===== src/rtl/ep_pkg.sv =====
`default_nettype none
//============================================================================
// Module      : ep_pkg
// Description : Shared definitions for the boot ROM loader: loader state
//               encoding, SPI flash read opcodes and default image geometry
//               shared with the system ROM instance.
// Revision    : 1.0 - initial release
//============================================================================
package ep_pkg;

    // Loader states. ST_DUMMY is only reachable in fast-read builds.
    typedef enum logic [2:0] {
        ST_IDLE  = 3'd0,
        ST_CMD   = 3'd1,
        ST_ADDR  = 3'd2,
        ST_DUMMY = 3'd3,
        ST_DATA  = 3'd4,
        ST_DONE  = 3'd5
    } loader_state_t;

    // SPI flash opcodes
    localparam logic [7:0] SPI_READ      = 8'h03;
    localparam logic [7:0] SPI_FAST_READ = 8'h0B;

    // Default image geometry, shared with the ROM instance
    localparam int          DEFAULT_KB   = 64;
    localparam logic [23:0] DEFAULT_BASE = 24'h000000;
    localparam int          DEFAULT_DIV  = 1;

endpackage
`default_nettype wire


===== src/rtl/spi_clkgen.sv =====
`default_nettype none
//============================================================================
// Module      : spi_clkgen
// Description : SPI mode-0 SCK generator. A half-period counter reloads with
//               DIV-1 and toggles SCK when it reaches zero. One-cycle enables
//               flag the cycle in which SCK is about to rise or fall, so the
//               consumer can sample/shift on the same clock edge that moves
//               SCK.
// Ports       : i_clock  system clock
//               i_reset  asynchronous active-low reset
//               i_en     run SCK; when low SCK is parked low and the counter
//                        is preloaded so the first half-period is full length
//               o_sck    SCK (idles low)
//               o_rise   SCK goes 0->1 at the end of this cycle
//               o_fall   SCK goes 1->0 at the end of this cycle
// Revision    : 1.0 - initial release
//============================================================================
module spi_clkgen #(
    parameter int DIV = 1
) (
    input  logic i_clock,
    input  logic i_reset,
    input  logic i_en,
    output logic o_sck,
    output logic o_rise,
    output logic o_fall
);

    localparam logic [7:0] C_RELOAD = 8'(DIV - 1);

    logic [7:0] cnt_q, cnt_d;
    logic       sck_q, sck_d;
    logic       w_tick;

    always_comb begin
        w_tick = i_en && (cnt_q == 8'd0);
        cnt_d  = cnt_q;
        sck_d  = sck_q;
        if (!i_en) begin
            cnt_d = C_RELOAD;
            sck_d = 1'b0;
        end else if (w_tick) begin
            cnt_d = C_RELOAD;
            sck_d = ~sck_q;
        end else begin
            cnt_d = cnt_q - 8'd1;
        end
    end

    always_ff @(posedge i_clock or negedge i_reset) begin
        if (!i_reset) begin
            cnt_q <= 8'd0;
            sck_q <= 1'b0;
        end else begin
            cnt_q <= cnt_d;
            sck_q <= sck_d;
        end
    end

    assign o_sck  = sck_q;
    assign o_rise = w_tick && !sck_q;
    assign o_fall = w_tick &&  sck_q;

endmodule
`default_nettype wire


===== src/rtl/rom_loader.sv =====
`default_nettype none
//============================================================================
// Module      : rom_loader
// Description : Boot-time loader that streams the ROM image out of SPI flash
//               (READ command, 24-bit address) and emits a byte-wide write
//               stream into the ROM backing RAM. busy holds the CPU in reset
//               until the last byte is written, then done goes sticky high.
// Build macro : ROM_LOADER_FAST_READ_EN - use FAST_READ (0x0B) with one dummy
//               byte after the address; otherwise plain READ (0x03).
// Ports       : clock  system clock (rising edge)
//               reset  asynchronous active-low reset
//               start  one-cycle pulse, accepted in IDLE or DONE
//               spiCs  flash chip select (active low)
//               spiCk  flash SCK, mode 0
//               spiDo  MOSI, MSB first
//               spiDi  MISO
//               a/d/w  ROM write address, data, one-cycle strobe
//               busy   load in progress
//               done   sticky load-complete flag
// Revision    : 1.0 - initial release
//============================================================================
module rom_loader
    import ep_pkg::*;
#(
    parameter int          KB   = DEFAULT_KB,
    parameter logic [23:0] BASE = DEFAULT_BASE,
    parameter int          DIV  = DEFAULT_DIV
) (
    input  logic                          clock,
    input  logic                          reset,
    input  logic                          start,
    output logic                          spiCs,
    output logic                          spiCk,
    output logic                          spiDo,
    input  logic                          spiDi,
    output logic [$clog2(KB*1024)-1:0]    a,
    output logic [7:0]                    d,
    output logic                          w,
    output logic                          busy,
    output logic                          done
);

    localparam int            AW     = $clog2(KB*1024);
    localparam logic [AW-1:0] C_LAST = AW'(KB*1024 - 1);
`ifdef ROM_LOADER_FAST_READ_EN
    localparam logic [7:0]    C_CMD  = SPI_FAST_READ;
`else
    localparam logic [7:0]    C_CMD  = SPI_READ;
`endif

    loader_state_t state_q, state_d;
    logic [31:0]   sh_q, sh_d;      // outgoing command + address
    logic [7:0]    rx_q, rx_d;      // incoming data byte
    logic [4:0]    bit_q, bit_d;    // bits completed in the current phase
    logic [AW-1:0] a_q, a_d;
    logic [7:0]    d_q, d_d;
    logic          w_q, w_d;
    logic          cs_q, cs_d;
    logic          busy_q, busy_d;
    logic          done_q, done_d;
    logic          last_q, last_d;  // final byte strobed; stop SCK and finish

    logic          w_sck_en;
    logic          w_sck;
    logic          w_rise;
    logic          w_fall;

    // SCK runs whenever the flash is selected, except during the final
    // strobe cycle so that no stray edge follows the last byte.
    assign w_sck_en = (state_q != ST_IDLE) && (state_q != ST_DONE) && !last_q;

    spi_clkgen #(
        .DIV (DIV)
    ) u_clkgen (
        .i_clock (clock),
        .i_reset (reset),
        .i_en    (w_sck_en),
        .o_sck   (w_sck),
        .o_rise  (w_rise),
        .o_fall  (w_fall)
    );

    always_comb begin
        state_d = state_q;
        sh_d    = sh_q;
        rx_d    = rx_q;
        bit_d   = bit_q;
        a_d     = a_q;
        d_d     = d_q;
        w_d     = 1'b0;
        cs_d    = cs_q;
        busy_d  = busy_q;
        done_d  = done_q;
        last_d  = last_q;

        // Address advances in the cycle after each strobe.
        if (w_q) begin
            a_d = a_q + AW'(1);
        end

        case (state_q)
            ST_IDLE, ST_DONE: begin
                if (start) begin
                    state_d = ST_CMD;
                    sh_d    = {C_CMD, BASE};
                    bit_d   = 5'd0;
                    a_d     = '0;
                    cs_d    = 1'b0;
                    busy_d  = 1'b1;
                    done_d  = 1'b0;
                end
            end

            ST_CMD: begin
                if (w_fall) begin
                    sh_d = {sh_q[30:0], 1'b0};
                    if (bit_q == 5'd7) begin
                        bit_d   = 5'd0;
                        state_d = ST_ADDR;
                    end else begin
                        bit_d = bit_q + 5'd1;
                    end
                end
            end

            ST_ADDR: begin
                if (w_fall) begin
                    sh_d = {sh_q[30:0], 1'b0};
                    if (bit_q == 5'd23) begin
                        bit_d   = 5'd0;
`ifdef ROM_LOADER_FAST_READ_EN
                        state_d = ST_DUMMY;
`else
                        state_d = ST_DATA;
`endif
                    end else begin
                        bit_d = bit_q + 5'd1;
                    end
                end
            end

`ifdef ROM_LOADER_FAST_READ_EN
            ST_DUMMY: begin
                // Eight clocks with MOSI low; MISO is ignored.
                if (w_fall) begin
                    if (bit_q == 5'd7) begin
                        bit_d   = 5'd0;
                        state_d = ST_DATA;
                    end else begin
                        bit_d = bit_q + 5'd1;
                    end
                end
            end
`endif

            ST_DATA: begin
                if (w_rise) begin
                    rx_d = {rx_q[6:0], spiDi};
                end
                // A byte is complete when its 8th bit period ends.
                if (w_fall) begin
                    if (bit_q == 5'd7) begin
                        bit_d = 5'd0;
                        d_d   = rx_q;
                        w_d   = 1'b1;
                        if (a_q == C_LAST) begin
                            last_d = 1'b1;
                        end
                    end else begin
                        bit_d = bit_q + 5'd1;
                    end
                end
                if (last_q) begin
                    state_d = ST_DONE;
                    a_d     = '0;
                    cs_d    = 1'b1;
                    busy_d  = 1'b0;
                    done_d  = 1'b1;
                    last_d  = 1'b0;
                end
            end

            default: begin
                state_d = ST_IDLE;
            end
        endcase
    end

    always_ff @(posedge clock or negedge reset) begin
        if (!reset) begin
            state_q <= ST_IDLE;
            sh_q    <= 32'd0;
            rx_q    <= 8'd0;
            bit_q   <= 5'd0;
            a_q     <= '0;
            d_q     <= 8'd0;
            w_q     <= 1'b0;
            cs_q    <= 1'b1;
            busy_q  <= 1'b0;
            done_q  <= 1'b0;
            last_q  <= 1'b0;
        end else begin
            state_q <= state_d;
            sh_q    <= sh_d;
            rx_q    <= rx_d;
            bit_q   <= bit_d;
            a_q     <= a_d;
            d_q     <= d_d;
            w_q     <= w_d;
            cs_q    <= cs_d;
            busy_q  <= busy_d;
            done_q  <= done_d;
            last_q  <= last_d;
        end
    end

    // MOSI carries the command/address MSB only while it is being sent.
    assign spiDo = ((state_q == ST_CMD) || (state_q == ST_ADDR)) ? sh_q[31] : 1'b0;
    assign spiCs = cs_q;
    assign spiCk = w_sck;
    assign a     = a_q;
    assign d     = d_q;
    assign w     = w_q;
    assign busy  = busy_q;
    assign done  = done_q;

endmodule
`default_nettype wire


===== config.mk =====
export PLATFORM = sky130hd
export DESIGN_NAME = rom_loader
export DESIGN_NICKNAME = d
export VERILOG_FILES = /design/src/rtl/ep_pkg.sv /design/src/rtl/spi_clkgen.sv /design/src/rtl/rom_loader.sv
export SDC_FILE = /design/constraint.sdc
export NUM_CORES = 1
export LEC_CHECK = 0
export ABC_AREA = 0
export BUFFER_PORTS_ARGS = -buffer_cell sky130_fd_sc_hd__buf_2
export CAP_MARGIN = 20
export CELL_PAD_IN_SITES_DETAIL_PLACEMENT = 1
export CELL_PAD_IN_SITES_GLOBAL_PLACEMENT = 1
export CORE_ASPECT_RATIO = 1.25
export CORE_UTILIZATION = 33
export DETAILED_ROUTE_END_ITERATION = 7
export PLACE_DENSITY = 0.68
export SLEW_MARGIN = 15
export SYNTH_ARGS = -nofsm -noshare
export SYNTH_HDL_FRONTEND = slang
export SYNTH_SLANG_ARGS = --single-unit

===== constraint.sdc =====
create_clock -name clock -period 2.47 [get_ports clock]
set_clock_uncertainty 0.1 [all_clocks]
set_input_delay 0.1235 -clock clock [delete_from_list [all_inputs] [get_ports clock]]
set_output_delay 0.1235 -clock clock [all_outputs]
set_load 0.05 [all_outputs]

==> results of run 1 <==
metrics by stage:
step	setup WS, ns	hold WS (ns)	total power, mW	cells
floorplan	0.2945	-0.2721	2.541	273
global placement	0.3366	0.2437	2.886	426
detailed placement	0.2538	0.2536	2.922	426
CTS	0.07928	0.1309	3.758	442
global route	0.07639	0.1651	3.942	443
finish	0.2406	0.1500	3.702	443
synthesized netlist by cell type (2+ instances only):
cell type,n,area (um2)
inv_1,10,37.54
nand4_1,4,25.02
xnor2_1,12,105.1
nand3_1,9,45.04
and3_1,5,31.28
nor4_1,2,12.51
clkbuf_1,5,18.77
dfrtp_1,61,1526
ha_1,4,50.05
nor2_1,35,131.4
nor3b_1,4,30.03
nand2_1,22,82.58
a31oi_1,3,18.77
buf_2,2,10.01
a21oi_1,3,15.01
nor2b_1,3,18.77
o21ai_0,11,55.05
mux2_2,21,236.5
nand2b_1,2,12.51
xor2_1,13,113.9
mux2i_1,6,60.06
nor4_4,3,63.81
nor3_1,9,45.04
worst register-to-register path, delay by kind of cell, from the launching register on:
kind	cells	cell delay, ns
AND/OR/NAND/NOR	3	0.76
flip-flops	1	0.46
AO/OA/AOI/OAI	2	0.75
path summary, 6_finish.rpt:
kind	start	end	cells after the start
worst max-delay path	state_q[0]	spiDo	6
worst min-delay path	start	state_q[2]	4
worst max register to register	state_q[0]	state_q[0]	5
worst min register to register	spiCs	spiCs	2
max in group asynchronous	reset	state_q[1]	3
min in group asynchronous	reset	d[4]	3
cell families (layout without fill, tap and decap cells):
| group | count (synthesis) | after routing |
|---|---|---|
| AOI/OAI and AO/OA | 26 | 26 |
| xor gates and xnor gates | 25 | 25 |
| adders and majority gates | 4 | 4 |
| buffers and inverters | 19 | 69 |
| DFF | 62 | 62 |
| muxes | 27 | 27 |
| and+or+nand+nor | 110 | 110 |
power groups by stage:
stage,clock network (mW),registers (mW),logic [mW]
global route,0.885,1.50,1.55
detailed placement,0,1.49,1.44
global placement,0,1.48,1.41
CTS,0.846,1.47,1.44
finish,0.811,1.47,1.43
floorplan,0,1.87,0.670
placed cells by master, fill, tap and decap left out, types with 3 or more instances in the layout:
| cell type | instances |
|---|---|
| a21oi_1 | 3 |
| a31oi_1 | 3 |
| and3_1 | 5 |
| buf_2 | 33 |
| buf_4 | 10 |
| clkbuf_8 | 12 |
| dfrtp_1 | 60 |
| ha_1 | 4 |
| inv_1 | 10 |
| mux2_2 | 21 |
| mux2i_1 | 6 |
| nand2_1 | 22 |
| nand3_1 | 9 |
| nand4_1 | 4 |
| nor2_1 | 35 |
| nor2b_1 | 3 |
| nor3_1 | 9 |
| nor3b_1 | 4 |
| nor4_4 | 3 |
| o21ai_0 | 11 |
| xnor2_1 | 12 |
| xor2_1 | 13 |
metal layers:
| layer | vias up | GRT usage, % |
|---|---|---|
| met2 | 29 | 27.11 |
| met3 | 13 | 3.969 |
| met1 | 1064 | 18.60 |
| li1 | 1030 | - |
| met5 | - | 0 |
| met4 | 0 | 7.611 |
registers in the layout, indices dropped and copies added (netlist names):
signal          flops
a                  16
d                   8
rx_q                8
sh_q                8
u_clkgen.cnt_q      8
bit_q               5
state_q             3
busy                1
done                1
last_q              1
spiCs               1
u_clkgen.o_sck      1
w                   1
what timing repair did:
item | in CTS | in global routing
hold buffers | 2 | 0
endpoints found under the hold margin | 62 | 0
endpoints found under the setup margin | 0 | 1
gates resized for setup | 0 | 1
layout make-up:
class	count	area share, %
multi-input cells	192	38.42
clock inverters	1	0.1416
repair buffers	45	7.365
flip-flops and latches	62	43.98
well taps	120	4.249
inverters	10	1.062
clock buffers	13	4.780
==> metrics.md, run 1 <==
| Metric | Value |
|---|---|
| WS Path Type | `reg2out` |
| Total wire length | `6389 um` |
| Syn Nets | `approximately 280` |
| DR top layer | `met4` |
| Area of the multi-input gates | `1358 um2` |
| Data required, critical path | `2.25 ns` |
| Area of the core | `8748 um2` |
| Placed cell area | `3331 um2` |
| Met2 WL | `3311 um` |
| Max incr delay on CP | `0.45 ns` |
| Synth Area in Simple Gates | `19.92%` |
| DRT iter0 DRCs | `59` |
| DR vias/cell | `around 4.8` |
| WL/cell | `14.42 um` |
| Maximum vdd ir drop | `0.0004375 V` |
| Cells after Synth | `roughly 270` |
| Least-Margin Pin Slew | `a little under 0.8 ns` |
| Core Rows | `38` |
| Drt pass-1 iters | `4` |
| Ant. Diodes | `0` |
| H-Tree Level Count | `3` |
| Grt total ovfl | `0` |
| Top Ports | `34` |
| Post-synthesis average cell area | `10.97 um2` |
| Final Slew Violations | `0` |
| CP dominant cell by count | `buf_4` |
| Psw | `1.566 mW` |
| Tightest Hold Check Type | `in2reg` |
| Mux share of post-synthesis cell area | `under 10%` |
| R2R Setup Slk | `0.28 ns` |
| Initial antenna violation count | `0` |
| Critical path arrival | `2.01 ns` |
| Power per cell area | `between 1000 and 1500 nW/um2` |
| DP HPWL | `4542 um` |
| Area Growth Syn to Fin | `17.96%` |
| Most used DFF post-synth | `dfrtp_1` |
| Antenna Nets Post-Route | `0` |
| Crit Path Max Fanout | `7` |
| Final cell utilization of the core | `40.39%` |
| First-pass GRT wire length | `11390 um` |
| Register area | `1554 um2` |
| Pleak | `1.742 nW` |
| Post-layout minimum cycle time | `around 2.2 ns` |
| Post-CTS setup buffer count | `0` |
| DRT met1 WL | `2745 um` |
| Cts bufs inserted | `9` |
| CTS max path bufs | `2` |
| Drt drc | `0` |
| Setup violators final | `0` |
| Final nets | `328` |
| Clk pwr share | `between 20% and 30%` |
| Initial core utilization | `34.24%` |
| Root buffer cell | `clkbuf_8` |
| Mapped cell area | `between 2000 and 3000 um2` |
| Max-cap violations | `0` |
| Sw frac | `between 40 and 50%` |
| Area of the die | `9465 um2` |
| Clock Latency Late Sink | `approximately 0.34 ns` |
| Outcome | `finished clean` |
| Worst path bufs/invs | `3` |
| Largest net degree at the start of global routing | `between 60 and 70` |
| TNS Setup | `0 ns` |
| Yosys reg bits | `62` |
| CTS clk-pin slew, worst paths | `0.07 ns` |
| Fin crit share | `90.26%` |
| Synth unique cells | `between 40 and 50` |
| Die Ht | `108.5 um` |
| Max Freq | `448.6 MHz` |
| TritonCTS clock tree | `done` |
| Sequential area share after synthesis | `51.84%` |
| Crit. End Element | `output pin` |
| Met3 wire len | `177 um` |
| Via count | `between 2000 and 2500` |
| Post-route cell area | `3533 um2` |
| Chip width | `roughly 87 um` |
| RD Place Congestion | `0.7921` |
| RSZ-0062 raised after global routing | `false` |
| Clock sink total | `62` |
| Xor and xnor area share after synthesis | `7.310%` |
| Internal | `2.137 mW` |
| Synth Area in Compound Gates | `under 10%` |
| Delay-heaviest family, CP | `buffers and inverters` |
| Crit path max-delay cell type | `dfrtp_1` |
| Post-synth EDFFs | `0` |
| Post-Synth Adder-Cell Area | `approximately 1.7%` |
| Type of origin of the critical path | `flip-flop` |
| Layout cell share with drive strength beyond 1 | `27.24%` |
| Final Hold Fails | `0` |
| Ys Warns | `0` |
| Rel. slew slack | `between 40% and 50%` |
| Combinational fraction of design power | `38.5%` |
| Number of global-route vias before repair | `2328` |
| Filler Cells Inserted | `1021` |
| Register share of total power | `39.6%` |
| Port bufs | `33` |
| Asr flop ratio synth | `100.0%` |
| Main combinational cell family by area after synthesis | `simple AND/OR/NAND/NOR gates` |
| Cell Chain, Critical Path | `buf_4, xnor2_1, nor2_1, buf_4, and2_1, buf_2` |
| Tot GR Track Use | `15.89%` |
No activity file was read; power rests on OpenSTA's default activity.
==> run 2: changes to the inputs <==
--- a/config.mk
+++ b/config.mk
@@ -6,14 +6,14 @@
 export NUM_CORES = 1
 export LEC_CHECK = 0
 export ABC_AREA = 0
-export BUFFER_PORTS_ARGS = -buffer_cell sky130_fd_sc_hd__buf_2
 export CAP_MARGIN = 20
 export CELL_PAD_IN_SITES_DETAIL_PLACEMENT = 1
 export CELL_PAD_IN_SITES_GLOBAL_PLACEMENT = 1
 export CORE_ASPECT_RATIO = 1.25
 export CORE_UTILIZATION = 33
 export DETAILED_ROUTE_END_ITERATION = 7
-export PLACE_DENSITY = 0.68
+export DONT_BUFFER_PORTS = 1
+export PLACE_DENSITY = 0.64
 export SLEW_MARGIN = 15
 export SYNTH_ARGS = -nofsm -noshare
 export SYNTH_HDL_FRONTEND = slang
==> run 2 against run 1 <==
Effect of this change:
- count of clock-buffer cells in the layout unchanged
- total power up 5.8%
- critical endpoint unchanged
- largest power group unchanged
- clock power up 28%
- maximum frequency down 1.1%
- setup slack worse by 0.026 ns
- sequential cell count unchanged
==> metrics.md, run 2 (same netlist as run 1, synthesis figures left out) <==
| Metric | Value |
|---|---|
| Outcome | `finished clean` |
| RD Place Congestion | `0.8167 (+3.1%)` |
| Area of the core | `8748 um2 (unchanged)` |
| Power per cell area | `1104 nW/um2 (+5.3%)` |
| Port bufs | `0 (-100%)` |
| Antenna Nets Post-Route | `0 (unchanged)` |
| CTS max path bufs | `2 (unchanged)` |
| Initial antenna violation count | `0 (unchanged)` |
| Crit path max-delay cell type | `dfrtp_1` |
| Rel. slew slack | `54.43% (+7.1 points)` |
| Commonest cells after routing, fill and taps aside | `61 x dfrtp_1, 34 x nor2_1, 22 x nand2_1, 21 x mux2_2, 21 x buf_4` |
| Setup violators final | `0 (unchanged)` |
| Critical path arrival | `2.03 ns (+0.02 ns)` |
| Crit Path Max Fanout | `18 (+11)` |
| Reg2Reg Depth | `6 (+1)` |
| Maximum vdd ir drop | `0.0004063 V (-7.1%)` |
| # placed instances | `405 (-4.9%)` |
| Fin crit share | `91.29% (+1.0 points)` |
| TritonCTS clock tree | `done` |
| Post-CTS setup buffer count | `0 (unchanged)` |
| Tightest Hold Check Type | `in2async` |
| Max-cap violations | `0 (unchanged)` |
| Initial core utilization | `34.24% (unchanged)` |
| Root buffer cell | `clkbuf_8` |
| Clock Latency Late Sink | `0.34 ns (about the same)` |
| WL/cell | `15.05 um (+4.4%)` |
| Top Ports | `34 (unchanged)` |
| Max Freq | `443.5 MHz (-1.1%)` |
| DR vias/cell | `4.936 (+2.4%)` |
| Post-layout minimum cycle time | `2.255 ns (+0.02556 ns)` |
| Filler Cells Inserted | `1005 (-1.6%)` |
| Drt pass-1 iters | `4 (unchanged)` |
| Final Worst Setup Slack | `0.2151 ns (-0.02556 ns)` |
| Area of the die | `9465 um2 (unchanged)` |
| Clock sink total | `62 (unchanged)` |
| Tot GR Track Use | `15.76% (-0.13 points)` |
| Chip width | `87.22 um (unchanged)` |
| Crit. End Element | `output pin` |
| WP depth | `3 (-3)` |
| Drt drc | `0 (unchanged)` |
| Max incr delay on CP | `0.70 ns (+0.25 ns)` |
| Via count | `2098 (-1.8%)` |
| Final nets | `308 (-6.1%)` |
| Area Growth Syn to Fin | `18.50%` |
| CTS clk-pin slew, worst paths | `0.07 ns (about the same)` |
| Pleak | `1.678 nW (-3.7%)` |
| Layout cell share with drive strength beyond 1 | `22.62% (-4.6 points)` |
| Ant. Diodes | `0 (unchanged)` |
| First-pass GRT wire length | `11250 um (-1.3%)` |
| DRT iter0 DRCs | `107 (+81%)` |
| Cell Chain, Critical Path | `xnor2_1, nor2_1, and2_1` |
| Largest register FFs | `16 (unchanged)` |
| Type of origin of the critical path | `flip-flop` |
| TNS Setup | `0 ns (unchanged)` |
| DP HPWL | `4490 um (-1.2%)` |
| Worst path bufs/invs | `0 (-3)` |
| Die Ht | `108.5 um (unchanged)` |
| Total wire length | `6398 um (+0.14%)` |
| H-Tree Level Count | `3 (unchanged)` |
| Grt total ovfl | `0 (unchanged)` |
| Final Slew Violations | `0 (unchanged)` |
| Delay-heaviest family, CP | `simple AND/OR/NAND/NOR gates` |
| Core Rows | `38 (unchanged)` |
| WS Path Type | `reg2out` |
| Finished Layout Cells | `425 (-4.1%)` |
| Final Hold Fails | `0 (unchanged)` |
| Pre-CTS setup slack | `0.2103 ns (-0.04349 ns)` |
| Least-Margin Pin Slew | `0.6828 ns (-0.1069 ns)` |
| R2R Setup Slk | `0.25 ns (-0.03 ns)` |
| Data required, critical path | `2.25 ns (about the same)` |
| RSZ-0062 raised after global routing | `false` |
| Cts bufs inserted | `9 (unchanged)` |
| Commonest non-fill, non-tap cell in the layout | `dfrtp_1` |
| Largest net degree at the start of global routing | `63 (unchanged)` |
| Number of global-route vias before repair | `2370 (+1.8%)` |
[run 2: what timing repair did]
item,4_1_cts,5_1_grt
hold endpoints to repair,66,0
endpoints found under the setup margin,0,0
hold buffers,4,0
resized for setup,0,0
[run 2: path summary, 6_finish.rpt]
path	startpoint	endpoint
max	state_q[1]	spiDo
min	reset	u_clkgen.cnt_q[2]
max reg2reg	u_clkgen.cnt_q[4]	sh_q[24]
min reg2reg	u_clkgen.cnt_q[0]	u_clkgen.cnt_q[0]
max in group asynchronous	reset	spiCs
min in group clock	start	bit_q[3]
[run 2: area by class of cell]
class                           count  area [um2]  area share [%]
Clock inverter                      3       65.06           1.833
Multi-Input combinational cell    192        1360           38.32
Sequential cell                    62        1553           43.74
Timing Repair Buffer               25       215.2           6.063
Tap cell                          120       150.1           4.230
Clock buffer                       13       168.9           4.759
Inverter                           10       37.54           1.057
[run 2: power by group]
part | switching (mW) | internal, mW
clock | 0.389 | 0.650
sequential | 0.368 | 1.22
combinational | 0.809 | 0.478
total | 1.57 | 2.35
[run 2: per-stage QoR]
step | total power, mW | utilization [%] | instance area (um2) | hold WS [ns]
floorplan | 2.541 | - | 2995 | -0.2721
detailed placement | 2.882 | 37.21 | 3256 | -0.2698
global placement | 2.844 | 37.21 | 3256 | -0.2695
finish | 3.917 | 40.57 | 3550 | 0.2290
CTS | 3.987 | 40.55 | 3547 | 0.2199
global route | 4.149 | 40.57 | 3550 | 0.2490
[run 2: per-layer routing]
layer  GRT usage (%)  wire length [um]  part of all wire (%)  vias up
met5               0                 0                     0        -
met1           18.01              2674                    42     1059
met2           26.60              3325                    52       28
met4           8.782               161                   2.5        0
met3           4.198               237                   3.7       11
li1                -                 -                     -     1000
